===== src/rtl/uart_rx_fifo_if.sv =====
// Bus-side bundle for uart_rx_fifo: receiver handshake, pop/flush control, interrupt setup and status.
// The FIFO uses the slave modport, and the bus/receiver model uses the master modport.
interface uart_rx_fifo_if;
   logic [7:0] rx_byte;
   logic       rx_has_byte;
   logic       rx_clr_hb;
   logic       pop;
   logic       flush;
   logic       irq_ien;
   logic [3:0] irq_level;
   logic [7:0] data_out;
   logic [4:0] count;
   logic       empty;
   logic       full;
   logic       overrun;
   logic       irq;

   modport slave (
      input  rx_byte, rx_has_byte, pop, flush, irq_ien, irq_level,
      output rx_clr_hb, data_out, count, empty, full, overrun, irq
   );

   modport master (
      output rx_byte, rx_has_byte, pop, flush, irq_ien, irq_level,
      input  rx_clr_hb, data_out, count, empty, full, overrun, irq
   );
endinterface


===== src/rtl/uart_rx_fifo.sv =====
// Receive FIFO between a single-byte UART receiver and a bus reader.
// Each captured byte is acknowledged with a one-cycle rx_clr_hb pulse.
module uart_rx_fifo #(
   parameter int unsigned DEPTH = 8
) (
   input logic           wb_clk_i,
   input logic           rst,
   uart_rx_fifo_if.slave bus
);
   localparam int unsigned PTR_W = (DEPTH > 1) ? $clog2(DEPTH) : 1;
   localparam int unsigned CNT_W = 5;

   logic [7:0]       mem_q [DEPTH];
   logic [PTR_W-1:0] rd_ptr_q, rd_ptr_d;
   logic [PTR_W-1:0] wr_ptr_q, wr_ptr_d;
   logic [CNT_W-1:0] count_q, count_d;
   logic             overrun_q, overrun_d;
   logic             clr_hb_q, clr_hb_d;
   logic             irq_q, irq_d;

   logic capture, pop_ok, push_ok, wr_en, empty_c, full_c;

   assign empty_c = (count_q == '0);
   assign full_c  = (count_q == CNT_W'(DEPTH));

   // Capture is masked while rx_clr_hb is high, so the receiver has one cycle to drop has-byte.
   always_comb begin
      rd_ptr_d  = rd_ptr_q;
      wr_ptr_d  = wr_ptr_q;
      count_d   = count_q;
      overrun_d = overrun_q;
      capture   = bus.rx_has_byte && !clr_hb_q;
      pop_ok    = bus.pop && !empty_c;
      push_ok   = capture && (!full_c || pop_ok);
      wr_en     = 1'b0;
      clr_hb_d  = capture;
      // irq uses the registered count, so it follows count changes one cycle later.
      irq_d     = bus.irq_ien && (count_q > CNT_W'(bus.irq_level));

      if (bus.flush) begin
         rd_ptr_d  = '0;
         wr_ptr_d  = '0;
         count_d   = '0;
         overrun_d = 1'b0;
      end else begin
         wr_en = push_ok;
         if (push_ok) wr_ptr_d = wr_ptr_q + PTR_W'(1);
         if (pop_ok)  rd_ptr_d = rd_ptr_q + PTR_W'(1);
         if (capture && !push_ok) overrun_d = 1'b1;
         case ({push_ok, pop_ok})
            2'b10:   count_d = count_q + CNT_W'(1);
            2'b01:   count_d = count_q - CNT_W'(1);
            default: count_d = count_q;
         endcase
      end
   end

   always_ff @(posedge wb_clk_i) begin
      if (rst) begin
         rd_ptr_q  <= '0;
         wr_ptr_q  <= '0;
         count_q   <= '0;
         overrun_q <= 1'b0;
         clr_hb_q  <= 1'b0;
         irq_q     <= 1'b0;
      end else begin
         rd_ptr_q  <= rd_ptr_d;
         wr_ptr_q  <= wr_ptr_d;
         count_q   <= count_d;
         overrun_q <= overrun_d;
         clr_hb_q  <= clr_hb_d;
         irq_q     <= irq_d;
      end
   end

   // Storage is not reset; an empty FIFO masks whatever it holds.
   always_ff @(posedge wb_clk_i) begin
      if (wr_en && !rst) mem_q[wr_ptr_q] <= bus.rx_byte;
   end

   assign bus.data_out  = empty_c ? 8'h00 : mem_q[rd_ptr_q];
   assign bus.count     = count_q;
   assign bus.empty     = empty_c;
   assign bus.full      = full_c;
   assign bus.overrun   = overrun_q;
   assign bus.rx_clr_hb = clr_hb_q;
   assign bus.irq       = irq_q;
endmodule

===== src/flat_wrapper.sv =====
// flat-port wrapper written by rule: the top's interface ports become plain ports
module uart_rx_fifo_flat 
#(
   parameter int unsigned DEPTH = 8
)
  (wb_clk_i, rst, bus_rx_byte, bus_rx_has_byte, bus_pop, bus_flush, bus_irq_ien, bus_irq_level, bus_rx_clr_hb, bus_data_out, bus_count, bus_empty, bus_full, bus_overrun, bus_irq);
  uart_rx_fifo_if bus_i ();
  input logic wb_clk_i;
  input logic rst;
  input wire logic [$bits(bus_i.rx_byte)-1:0] bus_rx_byte;
  input wire logic [$bits(bus_i.rx_has_byte)-1:0] bus_rx_has_byte;
  input wire logic [$bits(bus_i.pop)-1:0] bus_pop;
  input wire logic [$bits(bus_i.flush)-1:0] bus_flush;
  input wire logic [$bits(bus_i.irq_ien)-1:0] bus_irq_ien;
  input wire logic [$bits(bus_i.irq_level)-1:0] bus_irq_level;
  output wire logic [$bits(bus_i.rx_clr_hb)-1:0] bus_rx_clr_hb;
  output wire logic [$bits(bus_i.data_out)-1:0] bus_data_out;
  output wire logic [$bits(bus_i.count)-1:0] bus_count;
  output wire logic [$bits(bus_i.empty)-1:0] bus_empty;
  output wire logic [$bits(bus_i.full)-1:0] bus_full;
  output wire logic [$bits(bus_i.overrun)-1:0] bus_overrun;
  output wire logic [$bits(bus_i.irq)-1:0] bus_irq;
  assign bus_i.rx_byte = bus_rx_byte;
  assign bus_i.rx_has_byte = bus_rx_has_byte;
  assign bus_i.pop = bus_pop;
  assign bus_i.flush = bus_flush;
  assign bus_i.irq_ien = bus_irq_ien;
  assign bus_i.irq_level = bus_irq_level;
  assign bus_rx_clr_hb = bus_i.rx_clr_hb;
  assign bus_data_out = bus_i.data_out;
  assign bus_count = bus_i.count;
  assign bus_empty = bus_i.empty;
  assign bus_full = bus_i.full;
  assign bus_overrun = bus_i.overrun;
  assign bus_irq = bus_i.irq;
  uart_rx_fifo #(.DEPTH(DEPTH)) u_core (.wb_clk_i(wb_clk_i), .rst(rst), .bus(bus_i));
endmodule

===== config.mk =====
export PLATFORM = sky130hd
export DESIGN_NAME = uart_rx_fifo_flat
export DESIGN_NICKNAME = d
export VERILOG_FILES = /design/src/rtl/uart_rx_fifo_if.sv /design/src/rtl/uart_rx_fifo.sv /design/src/flat_wrapper.sv
export SDC_FILE = /design/constraint.sdc
export NUM_CORES = 1
export LEC_CHECK = 0
export BUFFER_PORTS_ARGS = -buffer_cell sky130_fd_sc_hd__buf_4
export CAP_MARGIN = 30
export CORE_MARGIN = 2
export CORE_UTILIZATION = 50
export CTS_BUF_LIST = sky130_fd_sc_hd__clkbuf_16
export DETAILED_ROUTE_END_ITERATION = 8
export PLACE_DENSITY = 0.78
export REMOVE_ABC_BUFFERS = 1
export SETUP_SLACK_MARGIN = 0.05
export SLEW_MARGIN = 20
export SYNTH_ARGS = -nofsm -noshare
export SYNTH_HDL_FRONTEND = slang
export SYNTH_SLANG_ARGS = --single-unit
export TNS_END_PERCENT = 30

===== constraint.sdc =====
create_clock -name wb_clk_i -period 6.2 [get_ports wb_clk_i]
set_clock_uncertainty 0.2 [all_clocks]
set_input_delay 0.31 -clock wb_clk_i [delete_from_list [all_inputs] [get_ports wb_clk_i]]
set_output_delay 0.31 -clock wb_clk_i [all_outputs]
set_load 0.02 [all_outputs]

# Word-level counts from Yosys, hierarchy flattened
# Memories as Yosys holds them, arrays and structs flattened. A register that Yosys moved wholly into a read port is not among the register bits.
# Index checks and enable logic that the tools add are counted.
[word_totals]
n_memories = 1
output_inout_bits = 18
mem_bits_rw = 64
register_bits = 14
word_cells = 37
in_bits = 18
[classes]
n_reduce_logical = 15
muxes = 7
n_eq_ne = 3
n_addsub = 4
order_cmp = 1
[memory_table]
columns = ["name", "words", "word_bits", "rd", "rd_clocked_by_memory_dff", "write_ports", "line", "text"]
rows = [
  ["u_core.mem_q", 8, 8, 1, 1, 1, "uart_rx_fifo.sv:13", "logic [7:0] mem_q [DEPTH];"],
]
[op_table]
columns = ["operator", "n"]
rows = [
  ["5-bit one-hot mux with 2 select lines", 1],
  ["8-bit 2-to-1 mux", 1],
  ["3-bit by 1-bit adder with 3-bit output, second input constant", 2],
  ["1-bit logical AND", 6],
  ["3-bit 2-to-1 mux", 2],
  ["5-bit by 1-bit adder with 5-bit output, second input constant", 1],
  ["5-bit by 4-bit equality test with 1-bit output, second input constant", 1],
  ["5-bit by 4-bit > comparator with 1-bit output", 1],
  ["1-bit zero test", 5],
  ["5-bit zero test", 1],
  ["5-bit by 1-bit subtractor with 5-bit output, second input constant", 1],
  ["1-bit 2-to-1 mux", 3],
  ["2-bit by 1-bit equality test with 1-bit output, second input constant", 1],
  ["2-bit equality test, second input constant", 1],
  ["2-bit nonzero test", 1],
  ["2-bit OR reduction", 1],
  ["1-bit logical OR", 1],
]

# Logic depth before layout (Yosys ltp)
[depth]
word_depth = 9
depth_mapped = 10
mapped_depth_nobuf = 9

# Worst setup path after synthesis
# No wires, ideal clock.
[synth_timing]
path_kind = "reg2reg"
start = "register u_core.count_q[0], in the netlist u_core.bus.count[0]"
end = "register u_core.count_q[4], in the netlist u_core.bus.count[4]"
t_required_ns = 5.863
t_arrival_ns = 2.534
stages_incl_launch_ff = 11
setup_ns = 0.137
synth_period_minus_slack_ns = 2.872
slack_ns = 3.328
path_buffers = 1
path_cell_list = "dfxtp_1 -> or4_1 -> buf_2 -> o21ai_4 -> nor2_1 -> fa_1 -> a21o_1 -> a21oi_1 -> a211oi_1 -> a41oi_1 -> o311ai_1"
[synth_via]
elab_chain_cells = 7
elab_cells_between_ends = 13
classes_between = "add/sub (2); eq/ne (3); mux (1); reduce/logical (7)"
[synth_lines]
columns = ["element", "line", "text"]
rows = [
  ["start: declaration", "uart_rx_fifo.sv:16", "logic [CNT_W-1:0] count_q, count_d;"],
  ["start signal: assignment", "uart_rx_fifo.sv:69", "count_q <= count_d;"],
  ["5-bit zero test", "uart_rx_fifo.sv:23", "assign empty_c = (count_q == '0);"],
  ["1-bit zero test", "uart_rx_fifo.sv:33", "pop_ok = bus.pop && !empty_c;"],
  ["1-bit logical AND", "uart_rx_fifo.sv:33", ""],
  ["1-bit logical OR", "uart_rx_fifo.sv:34", "push_ok = capture && (!full_c || pop_ok);"],
  ["1-bit logical AND", "uart_rx_fifo.sv:34", ""],
  ["2-bit by 1-bit equality test with 1-bit output / 2-bit equality test (equally long branches)", "uart_rx_fifo.sv:50", "case ({push_ok, pop_ok})"],
  ["5-bit one-hot mux with 2 select lines / 2-bit nonzero test (equally long branches)", "--", ""],
]
# Several ways; a longest one is shown, not always the timed one.
# A chain may end at the register's enable or synchronous reset.

# Worst setup path in the final report
# Ends and elaborated chain as after synthesis.

==> flow_summary.ini <==
[run_status]
status = finished clean

[drt]
route.vias.total = 2001
detail-route-antenna-nets = 0
drtIter0Drc = 108
routed_wl_um = 6530
wl_per_cell_um = 18.8
firstDrtPassIters = 4
via_per_inst = 5.77
remaining_drc_errors = 0

[synthesis]
syn_avg_cell_area_um2 = 15.5
ys_warn_count = 0
async_flop_share_pct = 0
synth.distinct_cells = 34
ys_seq_area_share_pct = 66.2
synthesis.area_um2 = 3420
synth_top_flop_cell = edfxtp_1
syn_inst = 220
synth-edff-count = 64
ys_ff_latch = 81

[clock_tree]
cts_buffer_depth = 2
clkLatencyLatePin_ns = 0.33
root_buffer = clkbuf_16
cts_tree = built
ctsResizeCount = 0
cts_buffers = 9
clkTransAtPathRegs_ns = 0.06
cts_max_level = 3
cts.sinks = 81

[sta]
final-max-slew-violation-count = 0
fmax_mhz = 324
final_hold_viol_count = 0
post-route-min-period_ns = 3.08
worst_pin_slew_ns = 0.908
rsz0062_at_grt = no
setup_tns_ns = 0
slew_headroom_pct = 39.2
setup_viol = 0
fin_crit_sh_pct = 49.7

[global_route]
grt_pass1_wl_um = 10500
antenna_found_initial = 0
grt.overflow.total = 0
grt_usage_pct = 19.2
grt_max_degree = 17
grt_pass1_vias = 2018

[job]
cap_violations = 0

[cells_and_area]
nFillCells = 478
final_area_um2 = 4120
area_growth_pct = 20.5
fin_nets = 290
diodes = 0
drive_gt1_share_pct = 27.3

[place]
port-buffer-count = 35
gp_congestion = 0.785
hpwl_um = 4150
place_area_um2 = 3770

[floorplanning]
die_w_um = 86.7
die-area_um2 = 7510
die_h_um = 86.7
initial_core_util_pct = 50.8
io_pins = 36
fp-row-count = 30
core_area_um2 = 6720

[worst_setup_path]
end_kind = flip-flop
crit_required_ns = 6.20
worst-setup-path-type = reg -> reg
crit_start = u_core.bus.count[0]$_SDFFE_PP0P_
crit_path_start_kind = flip-flop
rrSetupSlack_ns = 3.12
r2r-start = u_core.bus.count[0]$_SDFFE_PP0P_
path_max_fanout = 8
arrival_ns = 3.08

[power]
p_per_area_nw_per_um2 = 299
leakage_nw = 1.49
ir_worst_vdd_mv = 0.176

[min_path]
hold_start = bus_rx_byte[7]
hold_path_class = in -> reg
## report_power, final
group / switching, W / total, W / leakage [nW] / internal, W
Combinational: 0.0000421 / 0.0000756 / 0.616 / 0.0000335
Clock: 0.000209 / 0.000562 / 0.161 / 0.000353
Sequential: 0.00000412 / 0.000594 / 0.714 / 0.000589
## through the flow
stage	power, W	worst slack (ns)	utilization [%]	std cells	hold slack (ns)
after global routing	0.00127	2.90	61.3	347	0.0121
final	0.00123	3.12	61.3	347	0.0110
after detailed placement	0.000679	3.17	56.1	328	0.261
after floorplan	0.000645	3.33	-	210	0.182
after CTS	0.00124	3.14	61.3	347	0.00548
after global placement	0.000675	3.29	55.8	327	0.261
## worst paths after layout
path                                            to  cells after the start
setup / recovery  u_core.bus.count[4]$_SDFFE_PP0P_                      9
hold / removal        u_core.mem_q[2][7]$_DFFE_PP_                      1
setup reg to reg  u_core.bus.count[4]$_SDFFE_PP0P_                      9
hold reg to reg    u_core.bus.overrun$_SDFFE_PP0P_                      2
## placed cells by master (no fill, tap or decap), types with 2 or more instances in the layout
cell and n:
edfxtp_1 64, buf_4 37, nor2_1 31, dfxtp_1 17
mux4_2 16, mux2i_1 12, ha_1 9, clkbuf_16 9
inv_1 8, xnor2_1 6, nand2b_1 5, nor3_1 5
a21oi_1 5, nand2_1 4, nor4_1 3, a21o_1 3
dlygate4sd3_1 3, nor2b_1 2, or2_2 2, xor2_1 2
nand3_1 2, o21ai_0 2, o21a_1 2, bufinv_16 2
clkinv_4 2
## routing by layer
| layer | vias to the layer above | track usage (%) | wire (µm) |
|---|---|---|---|
| li1 | 917 | - | - |
| met1 | 1011 | 25.0 | 2670 |
| met2 | 63 | 30.8 | 3390 |
| met3 | 10 | 3.43 | 340 |
| met4 | 0 | 10.1 | 130 |
| met5 | - | 0 | 0 |
## layout make-up
type | count | area [µm²] | area share, %
Clock inverter | 7 | 95.1 | 2.31
Tap cell | 80 | 100 | 2.43
Sequential cell | 81 | 2260 | 54.9
Multi-Input combinational cell | 122 | 1090 | 26.4
Inverter | 7 | 26.3 | 0.638
Timing Repair Buffer | 41 | 323 | 7.84
Clock buffer | 9 | 225 | 5.47
## cells in the mapped netlist (all sizes together), types with 2 or more instances
master  count  area share (%)
nand2       4            0.44
clkbuf      5            0.55
mux2i      12             3.5
xor2        2            0.51
a21o        3            0.66
o21ai       3            0.77
nor2b       2            0.37
or2         2            0.37
buf         5            0.66
mux4       16              11
xnor2       6             1.5
nor3        5            0.73
a21oi       5            0.73
inv         7            0.77
edfxtp     64              56
o21a        2            0.44
dfxtp      17              10
nand2b      5            0.92
nor2       31             3.4
ha          9             3.3
nor4        3            0.55
nand3       2            0.29
## what timing repair did
action,in CTS,in global routing
endpoints found under the hold margin,15,0
hold buffers,3,0
endpoints found under the setup margin,0,0
setup buffers,0,0
## kinds of logic (layout without fill, tap and decap cells)
family                   Yosys count  count (layout)  share of synthesized area, %
multiplexers                      28              28                          14.1
flip-flops                        81              81                          66.2
AND/OR/NAND/NOR                   58              58                          7.84
buffers and inverters             17              64                          1.98
adder cells (fa/ha/maj)           10              10                          3.88
AO/OA/AOI/OAI                     18              18                          3.96
XOR/XNOR                           8               8                          2.05
## worst max-delay path, stage by stage (launching register included)
cell	delay, ns
dfxtp_1	0.37
or4_1	0.64
o21ai_4	0.30
nor2_1	0.19
fa_1	0.45
a21o_1	0.20
a21oi_1	0.19
a211oi_1	0.07
a41oi_1	0.19
o311ai_1	0.12
## flip-flops by register name, summed over array words and instances (netlist names), named ones only
signal	count
u_core.bus.count	5
u_core.bus.irq	1
u_core.bus.overrun	1
u_core.bus.rx_clr_hb	1
u_core.mem_q	64
u_core.rd_ptr_q	3
u_core.wr_ptr_q	3
Power figures use the tool's default switching activity.
